===== src/rtl/fetch_sequencer.sv =====
// Fetch PC owner: single-outstanding imem req/gnt/rvalid, fixed-priority redirect with squash.
// 3 cycles per instruction with zero-wait memory; decode stalls hold the fetched word in HOLD.
module fetch_sequencer #(
  parameter int unsigned       XLEN     = 32,
  parameter logic [XLEN-1:0]   RESET_PC = 32'hBFC00000,
  parameter logic [XLEN-1:0]   TRAP_VEC = 32'hBFC00380
) (
  input  logic            clk,
  input  logic            rst,
  input  logic            trap_i,
  input  logic            ex_redirect_i,
  input  logic [XLEN-1:0] ex_target_i,
  input  logic            id_redirect_i,
  input  logic [XLEN-1:0] id_target_i,
  input  logic            stall_i,
  output logic            imem_req_o,
  output logic [XLEN-1:0] imem_addr_o,
  input  logic            imem_gnt_i,
  input  logic            imem_rvalid_i,
  input  logic [XLEN-1:0] imem_rdata_i,
  output logic            if_valid_o,
  output logic [XLEN-1:0] if_instr_o,
  output logic [XLEN-1:0] if_pc_o,
  input  logic            if_ready_i,
  output logic            flush_o
);

  typedef enum logic [2:0] {BOOT, REQ, WAIT, HOLD, DROP} state_e;

  localparam logic [XLEN-1:0] LSB_MASK = ~{{(XLEN-1){1'b0}}, 1'b1};

  state_e          state_q, state_d;
  logic [XLEN-1:0] pc_q, pc_d;
  logic [XLEN-1:0] instr_q, instr_d;
  logic [XLEN-1:0] ipc_q, ipc_d;
  logic            valid_q, valid_d;
  logic            redir;
  logic            accept;
  logic [XLEN-1:0] redir_target;

  assign redir  = trap_i | ex_redirect_i | id_redirect_i;
  assign accept = valid_q & if_ready_i & ~stall_i;

  always_comb begin
    redir_target = id_target_i & LSB_MASK;
    if (trap_i) begin
      redir_target = TRAP_VEC;
    end else if (ex_redirect_i) begin
      redir_target = ex_target_i & LSB_MASK;
    end
  end

  always_comb begin
    state_d = state_q;
    pc_d    = pc_q;
    instr_d = instr_q;
    ipc_d   = ipc_q;
    valid_d = valid_q;
    case (state_q)
      BOOT: state_d = REQ;
      REQ: begin
        if (imem_gnt_i) begin
          state_d = redir ? DROP : WAIT;
        end
      end
      WAIT: begin
        if (imem_rvalid_i) begin
          if (redir) begin
            state_d = REQ;
          end else begin
            instr_d = imem_rdata_i;
            ipc_d   = pc_q;
            valid_d = 1'b1;
            pc_d    = pc_q + XLEN'(4);
            state_d = HOLD;
          end
        end else if (redir) begin
          state_d = DROP;
        end
      end
      HOLD: begin
        if (redir || accept) begin
          valid_d = 1'b0;
          state_d = REQ;
        end
      end
      DROP: begin
        if (imem_rvalid_i) begin
          state_d = REQ;
        end
      end
      default: state_d = BOOT;
    endcase
    // A redirect overrides the sequential PC and kills whatever is held, in every state.
    if (redir) begin
      pc_d    = redir_target;
      valid_d = 1'b0;
    end
  end

  always_ff @(posedge clk or negedge rst) begin
    if (!rst) begin
      state_q <= BOOT;
      pc_q    <= RESET_PC;
      instr_q <= '0;
      ipc_q   <= '0;
      valid_q <= 1'b0;
    end else begin
      state_q <= state_d;
      pc_q    <= pc_d;
      instr_q <= instr_d;
      ipc_q   <= ipc_d;
      valid_q <= valid_d;
    end
  end

  assign imem_req_o  = (state_q == REQ);
  assign imem_addr_o = pc_q;
  assign if_valid_o  = valid_q;
  assign if_instr_o  = instr_q;
  assign if_pc_o     = ipc_q;
  assign flush_o     = rst & redir;

endmodule


===== config.mk =====
export PLATFORM = sky130hd
export DESIGN_NAME = fetch_sequencer
export DESIGN_NICKNAME = d
export VERILOG_FILES = /design/src/rtl/fetch_sequencer.sv
export SDC_FILE = /design/constraint.sdc
export NUM_CORES = 1
export LEC_CHECK = 0
export ABC_AREA = 1
export BUFFER_PORTS_ARGS = -buffer_cell sky130_fd_sc_hd__buf_2
export CAP_MARGIN = 20
export CELL_PAD_IN_SITES_DETAIL_PLACEMENT = 1
export CELL_PAD_IN_SITES_GLOBAL_PLACEMENT = 1
export CORE_MARGIN = 5
export CORE_UTILIZATION = 35
export CTS_CLUSTER_DIAMETER = 120
export DETAILED_ROUTE_END_ITERATION = 12
export PLACE_DENSITY = 0.91
export REMOVE_ABC_BUFFERS = 1
export SYNTH_ARGS = -nofsm -noshare
export SYNTH_HDL_FRONTEND = slang
export SYNTH_SLANG_ARGS = --single-unit

===== constraint.sdc =====
create_clock -name clk -period 3.4 [get_ports clk]
set_input_delay 0.34 -clock clk [delete_from_list [all_inputs] [get_ports clk]]
set_output_delay 0.34 -clock clk [all_outputs]
set_load 0.02 [all_outputs]

# After elaboration in Yosys (flattened, before gate mapping)
# Index checks and enable logic that the tools add are counted.
# op_classes
n_addsub,1
eq_ne,9
mux,17
bitwise_logic,7
n_reduce_logical,9
# ops
op,count
$mux 32,5
$add 32x3->32 const B,1
$mux 3,6
$pmux 3 s5,1
$eq 3x2->1 const B,2
$ne 3x3->1 const B,2
$reduce_and 3->1,2
$ne 2x2->1 const B,2
$reduce_and 4->1,1
$reduce_bool 2->1,2
$and 1x1->1,3
$eq 3x1->1 const B,1
$eq 3x3->1 const B,1
$logic_not 3->1,1
$mux 1,3
$reduce_bool 3->1,1
$mux 2,1
$ne 2x1->1 const B,1
$not 1->1,2
$or 1x1->1,2
$pmux 1 s2,1
$reduce_and 2->1,1
$logic_or 1x1->1,1
# word_totals
reg_bits,100
input_bits,105
out_inout_bits,99
word_cells,48

# Depth between registers and ports, before layout
# Gate-level depths: netlist of the first run.
# logic_depth
word_depth,6
ltp_mapped,10
mapped_depth_nobuf,10

# Worst setup path before layout of the first run
# Ideal clock, no wire load.
# synth_timing
path_type,register to register
from,"reg pc_q[2], in the netlist imem_addr_o[2]"
to,"reg pc_q[24], in the netlist imem_addr_o[24]"
setup_time_ps,84
arrival_time_ps,1508
required_time_ps,3316
setup_slack_ps,1808
stages_incl_launch_ff,9
n_path_buf,0
synth_period_minus_slack_ps,1592
cell_sequence,dfrtp_1 -> ha_1 -> nand2_1 -> inv_1 -> nand2_1 -> nor3_1 -> nand3_1 -> nand2_1 -> nor3b_1
# synth_between
elab_chain_len,4
# synth_rtl
item,line_no,rtl
"start, declared",33,"logic [XLEN-1:0] pc_q, pc_d;"
"start signal, assigned",110,pc_q <= pc_d;
$add 32x3->32,74,pc_d = pc_q + XLEN'(4);
$mux 32,67,if (imem_rvalid_i) begin
$mux 32,59,case (state_q)
$mux 32,95,if (redir) begin
# No other way between the ends. The select of a mux whose other input is x is not followed.
# A chain may end at the register's enable or synchronous reset.

# Worst setup path after layout of the first run
# layout_timing
from,in rst
to,out flush_o
# layout_between
elab_chain_len,1
# layout_rtl
item,line_no,rtl
"start, declared",9,"input logic rst,"
$and 1x1->1,122,assign flush_o = rst & redir;
"end, declared",25,output logic flush_o
# No other way between the ends.

==> results.sh, run 1 <==
export IMPL_n_antenna_cell=0
export IMPL_powerDensity_nw_per_um2=485
export IMPL_vias_per_cell=4.98
export IMPL_cts_tree="built"
export IMPL_peakVddDrop_mv=0.249
export IMPL_finalCriticalPeriod_ns=2.09
export IMPL_path_max_fanout=43
export IMPL_yosys_area_top_type="dfrtp_1"
export IMPL_drtAntennaViolNets=0
export IMPL_arrival_ns=1.75
export IMPL_fmaxAchievable_mhz=479
export IMPL_yosys_register_bits=98
export IMPL_clk_latency_ns=0.35
export IMPL_multiInputGateArea_um2=2390
export IMPL_area_growth_pct=27.2
export IMPL_dpl_hpwl_um=13800
export IMPL_coreArea_um2=14500
export IMPL_relSlewSlack_pct=38.0
export IMPL_setup_viol=0
export IMPL_hold_path_depth=3
export IMPL_place_congestion=0.808
export IMPL_postSynthCellCount=722
export IMPL_post_route_util_pct=45.4
export IMPL_cts_buffer_depth=2
export IMPL_yosys_cell_types_count=39
export IMPL_overflow=0
export IMPL_path_clk_slew_ns=0.07
export IMPL_grt_antenna_before_repair=0
export IMPL_drive_gt1_share_pct=28.2
export IMPL_hold_class="in -> reg"
export IMPL_place_port_buffers=199
export IMPL_drv_slew=0
export IMPL_avgSynthCellArea_um2=7.18
export IMPL_register_area_um2=2460
export IMPL_layout_common_cells="nand2_1 (307), buf_2 (198), dfrtp_1 (89)"
export IMPL_slowest_stage="dlygate4sd3_1"
export IMPL_rsz0062_at_grt="false"
export IMPL_root_buffer="clkbuf_16"
export IMPL_layout_nets=1016
export IMPL_cp_required_ns=3.06
export IMPL_cts_buffers=9
export IMPL_grt_max_degree=91
export IMPL_dp_cells=1082
export IMPL_path_class="in -> out"
export IMPL_drt_wl_total_um=18700
export IMPL_clock_skew_ns=0.00722
export IMPL_grt_first_pass_wirelength_um=30600
export IMPL_maxCapViolCount=0
export IMPL_status="finished clean"
export IMPL_first_pass_iters=4
export IMPL_synth_area_top_cells="dfrtp_1 (43%), nand2_1 (22%), nor2_1 (5.4%)"
export IMPL_startpoint_type="input port"
export IMPL_synth_edf_count=0
export IMPL_htreeDepth=3
export IMPL_via_count=5472
export IMPL_fp_dieW_um=132
export IMPL_grt_pass1_vias=5948
export IMPL_cts_resized=0
export IMPL_drc_errors=0
export IMPL_ys_warn_count=0
export IMPL_clkSinkCount=98
export IMPL_ys_seq_area_share_pct=47.5
export IMPL_initial_utilization_pct=35.7
export IMPL_routedWlPerCell_um=17.0
export IMPL_synth_flop_cell="dfrtp_1"
export IMPL_post_route_period_util_pct=61.4
export IMPL_first_iter_violations=252
export IMPL_rows=44
export IMPL_synth_top_area_share_pct=43.0
export IMPL_cp_cell_sequence="dlygate4sd3_1 -> buf_4 -> inv_1 -> nor2_1 -> buf_2"
export IMPL_layout_commonest_cell="nand2_1"
export IMPL_slowest_delay_ns=0.54
export IMPL_end_kind="output pin"
export IMPL_die_y_um=132
export IMPL_ys_async_sr_fraction_pct=100
export IMPL_synthesis_area_um2=5180
export IMPL_nFillCells=1938
export IMPL_ff2ff_path_depth=6
export IMPL_fin_setup_tns_ns=0
export IMPL_worst_slew_pin_slew_ns=0.930
export IMPL_instances_no_fill=1099
export IMPL_ios=204
export IMPL_dieArea_um2=17300
export IMPL_leakage_nw=3.71
export IMPL_total_power_mw=3.20
export IMPL_hold_viol=0
export IMPL_grt_usage_pct=21.6
==> critical path, delay by kind of cell <==
family,cells,cell delay [ns]
buffers and inverters,4,1.29
and+or+nand+nor,1,0.11
==> registers in the layout, summed over array words and instances (netlist names) <==
name and count:
if_instr_o 32, if_pc_o 31, imem_addr_o 31, state_q 3, if_valid_o 1
==> cell type report <==
type | instances | share of cell area [%]
clock inverter | 6 | 0.493
multi-input combinational | 548 | 36.3
timing repair buffer | 207 | 16.1
clock buffer | 10 | 3.62
inverter | 46 | 2.66
sequential | 98 | 37.4
tap | 184 | 3.49
==> timing repair <==
action | CTS | global route
hold endpoints to repair | 9 | 0
setup buffers | 0 | 0
hold buffers | 1 | 0
==> routing by layer <==
layer	track usage, %	part of all wire [%]	vias up
li1	-	-	2643
met1	26.7	45	2674
met2	38.4	50	139
met3	3.75	4.3	16
met4	6.57	1.3	0
met5	0	0	-
==> final timing paths <==
kind                                  start              end  slack (ns)
hold / removal             imem_rdata_i[24]   if_instr_o[24]        0.18
hold reg to reg              if_instr_o[27]   if_instr_o[27]        0.47
max in group asynchronous               rst       state_q[1]        1.95
min in group asynchronous               rst      if_pc_o[13]        0.55
setup reg to reg                 state_q[1]  imem_addr_o[25]        1.42
setup / recovery                        rst          flush_o        1.31
==> cells by family after synthesis <==
logic type               after synthesis  share of synthesized area (%)
AO/OA/AOI/OAI                         93                           9.70
XOR/XNOR                               4                          0.676
adder cells (fa/ha/maj)                1                          0.241
buffers and inverters                 77                           6.42
flip-flops                            98                           47.5
other                                  1                         0.0723
AND/OR/NAND/NOR                      448                           35.4
==> report_power, final <==
| part | switching, mW | total (mW) | internal [mW] | leakage [nW] |
|---|---|---|---|---|
| clock | 0.459 | 0.969 | 0.510 | 0.138 |
| sequential | 0.123 | 1.44 | 1.32 | 1.29 |
| combinational | 0.521 | 0.784 | 0.263 | 2.29 |
| total | 1.10 | 3.20 | 2.09 | 3.71 |
==> Yosys cell counts, types with 3 or more instances <==
cell type  count
dfrtp_1       89
inv_1         39
clkbuf_1      11
nor2_2        10
nor3_1         7
o21ai_0       27
dfstp_2        9
buf_2         15
nand3_1       37
buf_4          4
a31oi_1        4
a21oi_1       29
o21ai_1       21
nand2_2        3
inv_2          5
xor2_1         4
o211ai_1       3
nor2_1        74
nand2_1      307
==> through the flow <==
stage | setup WS [ns] | hold slack, ns | instance area (um2)
after floorplan | 1.16 | 0.0444 | 5030
after global placement | 1.14 | 0.367 | 6310
after detailed placement | 1.13 | 0.381 | 6310
after CTS | 1.27 | 0.169 | 6590
after global routing | 1.14 | 0.186 | 6590
final | 1.31 | 0.183 | 6590
No activity file was read; power rests on OpenSTA's default activity.
==> inputs of run 2 (changes only) <==
--- a/config.mk
+++ b/config.mk
@@ -11,10 +11,10 @@
 export CELL_PAD_IN_SITES_DETAIL_PLACEMENT = 1
 export CELL_PAD_IN_SITES_GLOBAL_PLACEMENT = 1
 export CORE_MARGIN = 5
-export CORE_UTILIZATION = 35
+export CORE_UTILIZATION = 31
 export CTS_CLUSTER_DIAMETER = 120
 export DETAILED_ROUTE_END_ITERATION = 12
-export PLACE_DENSITY = 0.91
+export PLACE_DENSITY = 0.86
 export REMOVE_ABC_BUFFERS = 1
 export SYNTH_ARGS = -nofsm -noshare
 export SYNTH_HDL_FRONTEND = slang
==> constraint.sdc (replaced) <==
create_clock -name clk -period 1.9 [get_ports clk]
set_input_delay 0.19 -clock clk [delete_from_list [all_inputs] [get_ports clk]]
set_output_delay 0.19 -clock clk [all_outputs]
set_load 0.02 [all_outputs]
==> results.sh, run 2 (synthesis gave the netlist of run 1 again) <==
export IMPL_status="finished clean"
export IMPL_place_port_buffers=199
export IMPL_fmaxAchievable_mhz=560
export IMPL_grt_pass1_vias=5678
export IMPL_r2r_slack_ns=0.11
export IMPL_grt_first_pass_wirelength_um=29500
export IMPL_cts_resized=0
export IMPL_nFillCells=2154
export IMPL_startpoint_type="flop"
export IMPL_n_antenna_cell=0
export IMPL_timing_hold_ws_ns=0.0337
export IMPL_slowest_stage="inv_2"
export IMPL_worst_slew_pin_slew_ns=0.612
export IMPL_hold_class="in -> reg"
export IMPL_drive_gt1_share_pct=28.7
export IMPL_relSlewSlack_pct=59.2
export IMPL_peakVddDrop_mv=0.380
export IMPL_path_clk_slew_ns=0.07
export IMPL_cts_tree="built"
export IMPL_grt_antenna_before_repair=0
export IMPL_largest_reg_flops=32
export IMPL_clock_skew_ns=0.00760
export IMPL_die_y_um=139
export IMPL_dpl_hpwl_um=14100
export IMPL_ios=204
export IMPL_layout_common_cells="nand2_1 (307), buf_2 (198), dfrtp_1 (89)"
export IMPL_drv_slew=0
export IMPL_multiInputGateArea_um2=2390
export IMPL_dieArea_um2=19400
export IMPL_cts_buffers=9
export IMPL_clk_latency_ns=0.35
export IMPL_maxCapViolCount=0
export IMPL_root_buffer="clkbuf_16"
export IMPL_drt_wl_total_um=18600
export IMPL_first_pass_iters=4
export IMPL_place_ws_ns=0.120
export IMPL_overflow=0
export IMPL_coreArea_um2=16500
export IMPL_clkSinkCount=98
export IMPL_drc_errors=0
export IMPL_routedWlPerCell_um=16.3
export IMPL_vias_per_cell=4.75
export IMPL_post_route_period_util_pct=94.0
export IMPL_hold_viol=0
export IMPL_end_kind="flop"
export IMPL_arrival_ns=2.05
export IMPL_instances_no_fill=1142
export IMPL_initial_utilization_pct=31.5
export IMPL_path_class="reg -> reg"
export IMPL_fp_dieW_um=139
export IMPL_drtAntennaViolNets=0
export IMPL_path_max_fanout=26
export IMPL_cp_cell_sequence="inv_1 -> nand3_2 -> nor2_8 -> nor2_2 -> inv_2 -> o21ai_0 -> nor3b_1"
export IMPL_slowest_delay_ns=0.40
export IMPL_setup_viol=0
export IMPL_htreeDepth=3
export IMPL_cts_buffer_depth=2
export IMPL_rows=47
export IMPL_via_count=5420
export IMPL_layout_nets=1023
export IMPL_first_iter_violations=169
export IMPL_grt_max_degree=99
export IMPL_dp_cells=1125
export IMPL_cp_required_ns=2.17
export IMPL_register_area_um2=2460
export IMPL_grt_usage_pct=18.8
export IMPL_area_growth_pct=29.9
export IMPL_leakage_nw=3.75
export IMPL_post_route_util_pct=40.9
export IMPL_rsz0062_at_grt="false"
export IMPL_layout_commonest_cell="nand2_1"
export IMPL_place_congestion=0.810
export IMPL_finalCriticalPeriod_ns=1.79
export IMPL_powerDensity_nw_per_um2=860
export IMPL_final_setup_worst_slack_ns=0.114
run 2: cell types whose count changed in the layout (fill, tap and decap cells not counted), sizes merged:
cell | previous run | this run
buf | 206 | 213
clkbuf | 10 | 11
inv | 45 | 46
clkinv | 6 | 3
clkinvlp | 1 | 2
run 2: final timing paths:
check	from	end	cells after the start
setup / recovery	state_q[0]	imem_addr_o[24]	7
setup reg to reg	state_q[0]	imem_addr_o[24]	7
min in group asynchronous	rst	if_instr_o[13]	3
max in group asynchronous	rst	if_instr_o[21]	3
hold reg to reg	if_pc_o[18]	if_pc_o[18]	2
hold / removal	imem_rdata_i[16]	if_instr_o[16]	3
run 2: timing repair:
item | in CTS | in global routing
endpoints found under the setup margin | 0 | 0
hold buffers | 1 | 0
setup buffers | 0 | 0
endpoints found under the hold margin | 89 | 0
run 2: layout make-up:
cell class,instances,share of cell area [%]
repair buffers,214,16.9
inverters,46,2.60
clock buffers,11,3.75
clock inverters,5,0.557
multi-input cells,548,35.5
well taps,220,4.09
flip-flops and latches,98,36.6
run 2: power by group:
part	total [mW]	switching, mW	internal, mW
logic	1.41	0.933	0.479
clock network	1.80	0.837	0.966
registers	2.57	0.212	2.36
run 2: critical path: cells and delay by family (launching register included):
kind | cells | cell delay, ns
simple gates | 4 | 0.66
buf+inv | 2 | 0.52
flops | 1 | 0.38
compound gates | 1 | 0.14
run 2: stage by stage:
stage | total power, mW | cell area (um2) | TNS, ns
floorplan | 3.38 | 5030 | -1.85
global placement | 3.99 | 6430 | 0
detailed placement | 4.04 | 6430 | 0
CTS | 5.88 | 6730 | 0
global route | 6.11 | 6730 | 0
finish | 5.79 | 6730 | 0
run 2: layer usage:
| metal | vias up | wire length (um) | track usage, % |
|---|---|---|---|
| met5 | - | 0 | 0 |
| met4 | 0 | 275 | 5.20 |
| met3 | 19 | 958 | 3.53 |
| met2 | 135 | 9090 | 32.9 |
| met1 | 2601 | 8320 | 23.7 |
| li1 | 2665 | - | - |
==> inputs of run 3 (changes only) <==
--- a/config.mk
+++ b/config.mk
@@ -8,13 +8,13 @@
 export ABC_AREA = 1
 export BUFFER_PORTS_ARGS = -buffer_cell sky130_fd_sc_hd__buf_2
 export CAP_MARGIN = 20
-export CELL_PAD_IN_SITES_DETAIL_PLACEMENT = 1
-export CELL_PAD_IN_SITES_GLOBAL_PLACEMENT = 1
+export CELL_PAD_IN_SITES_DETAIL_PLACEMENT = 2
+export CELL_PAD_IN_SITES_GLOBAL_PLACEMENT = 2
 export CORE_MARGIN = 5
-export CORE_UTILIZATION = 31
+export CORE_UTILIZATION = 23
 export CTS_CLUSTER_DIAMETER = 120
 export DETAILED_ROUTE_END_ITERATION = 12
-export PLACE_DENSITY = 0.86
+export PLACE_DENSITY_LB_ADDON = 0.1
 export REMOVE_ABC_BUFFERS = 1
 export SYNTH_ARGS = -nofsm -noshare
 export SYNTH_HDL_FRONTEND = slang
==> constraint.sdc (replaced) <==
create_clock -name clk -period 1.6 [get_ports clk]
set_input_delay 0.16 -clock clk [delete_from_list [all_inputs] [get_ports clk]]
set_output_delay 0.16 -clock clk [all_outputs]
set_load 0.02 [all_outputs]
==> results.sh, run 3 (synthesis gave the netlist of run 1 again) <==
export IMPL_path_max_fanout=5
export IMPL_met2_usage_pct=30.6
export IMPL_path_clk_slew_ns=0.08
export IMPL_fmaxAchievable_mhz=641
export IMPL_layout_commonest_cell="nand2_1"
export IMPL_dieArea_um2=25600
export IMPL_first_pass_iters=4
export IMPL_htreeDepth=3
export IMPL_grt_antenna_before_repair=0
export IMPL_overflow=0
export IMPL_nFillCells=2715
export IMPL_end_kind="flop"
export IMPL_drt_wl_total_um=23000
export IMPL_leakage_nw=4.06
export IMPL_cts_buffer_depth=2
export IMPL_first_iter_violations=169
export IMPL_fin_setup_tns_ns=0
export IMPL_drtAntennaViolNets=0
export IMPL_cp_required_ns=1.88
export IMPL_r2r_start="imem_addr_o[3]"
export IMPL_grtUsageMet3_pct=3.12
export IMPL_initial_utilization_pct=23.1
export IMPL_hold_viol=0
export IMPL_largest_reg_flops=32
export IMPL_worst_slew_pin_slew_ns=0.583
export IMPL_crit_end="imem_addr_o[18]"
export IMPL_setup_viol=0
export IMPL_finalCriticalPeriod_ns=1.56
export IMPL_post_route_util_pct=33.2
export IMPL_ff2ff_path_depth=8
export IMPL_path_class="reg -> reg"
export IMPL_clk_latency_ns=0.35
export IMPL_clock_skew_ns=0.0101
export IMPL_multiInputGateArea_um2=2490
export IMPL_maxCapViolCount=0
export IMPL_peakVddDrop_mv=0.368
export IMPL_grt_usage_pct=17.5
export IMPL_grt_pass1_vias=6559
export IMPL_dpl_hpwl_um=17100
export IMPL_powerDensity_nw_per_um2=974
export IMPL_r2r_end="imem_addr_o[18]"
export IMPL_hold_path_depth=3
export IMPL_post_route_period_util_pct=97.6
export IMPL_area_growth_pct=43.8
export IMPL_place_congestion=0.784
export IMPL_startpoint_type="flop"
export IMPL_cts_tree="built"
export IMPL_ios=204
export IMPL_register_area_um2=2470
export IMPL_via_count=5769
export IMPL_layout_nets=1079
export IMPL_drv_slew=0
export IMPL_arrival_ns=1.85
export IMPL_coreArea_um2=22400
export IMPL_routedWlPerCell_um=18.2
export IMPL_drive_gt1_share_pct=33.4
export IMPL_rows=55
export IMPL_grt_first_pass_wirelength_um=35900
export IMPL_drc_errors=0
export IMPL_place_port_buffers=199
export IMPL_clkSinkCount=98
export IMPL_grt_max_degree=99
export IMPL_use_met1_pct=22.2
export IMPL_crit_start="imem_addr_o[3]"
export IMPL_layout_common_cells="nand2_1 (305), buf_2 (198), dfrtp_1 (87)"
export IMPL_status="finished clean"
export IMPL_rsz0062_at_grt="true"
export IMPL_r2r_slack_ns=0.04
export IMPL_grt_busiest_layer="met2"
export IMPL_hold_class="in -> reg"
export IMPL_n_antenna_cell=0
export IMPL_cts_buffers=9
export IMPL_die_y_um=160
export IMPL_vias_per_cell=4.57
export IMPL_relSlewSlack_pct=61.1
export IMPL_root_buffer="clkbuf_16"
export IMPL_fp_dieW_um=160
[run 3: layout make-up]
type	count	share of cell area (%)
Inverter	46	2.38
Tap cell	285	4.78
Clock inverter	5	0.806
Sequential cell	98	33.1
Clock buffer	11	3.12
Multi-Input combinational cell	548	33.5
Timing Repair Buffer	270	22.4
[run 3: where the power goes]
part	leakage (nW)	switching, mW	internal (mW)
logic	2.64	1.24	0.697
clock network	0.141	1.06	1.23
registers	1.28	0.226	2.80
total	4.06	2.53	4.73
[run 3: routing by layer]
layer | up-vias | share of wire, %
met1 | 2833 | 44
met2 | 139 | 50
li1 | 2779 | -
met4 | 0 | 1.4
met5 | - | 0
met3 | 18 | 4.5
[run 3: critical path, cell delays in order, from the launching register on]
cell and delay (ns):
dfrtp_1 0.38, ha_2 0.19, nand2_2 0.07, nor2_4 0.19, nand2_4 0.09, nor2_4 0.19, xor2_1 0.16, nand2_1 0.08
a21oi_2 0.12
[run 3: through the flow]
| stage | setup slack [ns] | std cells | cell area (um2) | hold slack, ns | total power, mW |
|---|---|---|---|---|---|
| final | 0.0390 | 1263 | 7460 | 0.0103 | 7.26 |
| after global routing | -0.0571 | 1263 | 7460 | 0.0167 | 7.67 |
| after global placement | 0.00553 | 1227 | 6820 | 0.315 | 4.88 |
| after detailed placement | -0.0509 | 1227 | 6820 | 0.318 | 4.97 |
| after floorplan | -0.457 | 692 | 5030 | -0.136 | 4.01 |
| after CTS | -0.00410 | 1256 | 7270 | 0.000187 | 7.33 |
[run 3: worst min path at each step]
stage / from / to / slack (ns)
6_report: imem_rdata_i[11] / if_instr_o[11] / 0.01
2_1_floorplan: rst / if_instr_o[0] / -0.14
3_5_place_dp: rst / if_instr_o[30] / 0.32
3_3_place_gp: rst / if_instr_o[7] / 0.32
5_1_grt: imem_rdata_i[12] / if_instr_o[12] / 0.02
4_1_cts: imem_rdata_i[5] / if_instr_o[5] / 0.0002
[run 3: what timing repair did]
action | in CTS | in global routing
gates resized for setup | 6 | 28
hold endpoints to repair | 101 | 0
pin swaps | 1 | 7
buffers inserted | 0 | 5
setup endpoints to repair | 40 | 65
hold buffers | 13 | 0
gates cloned | 0 | 2
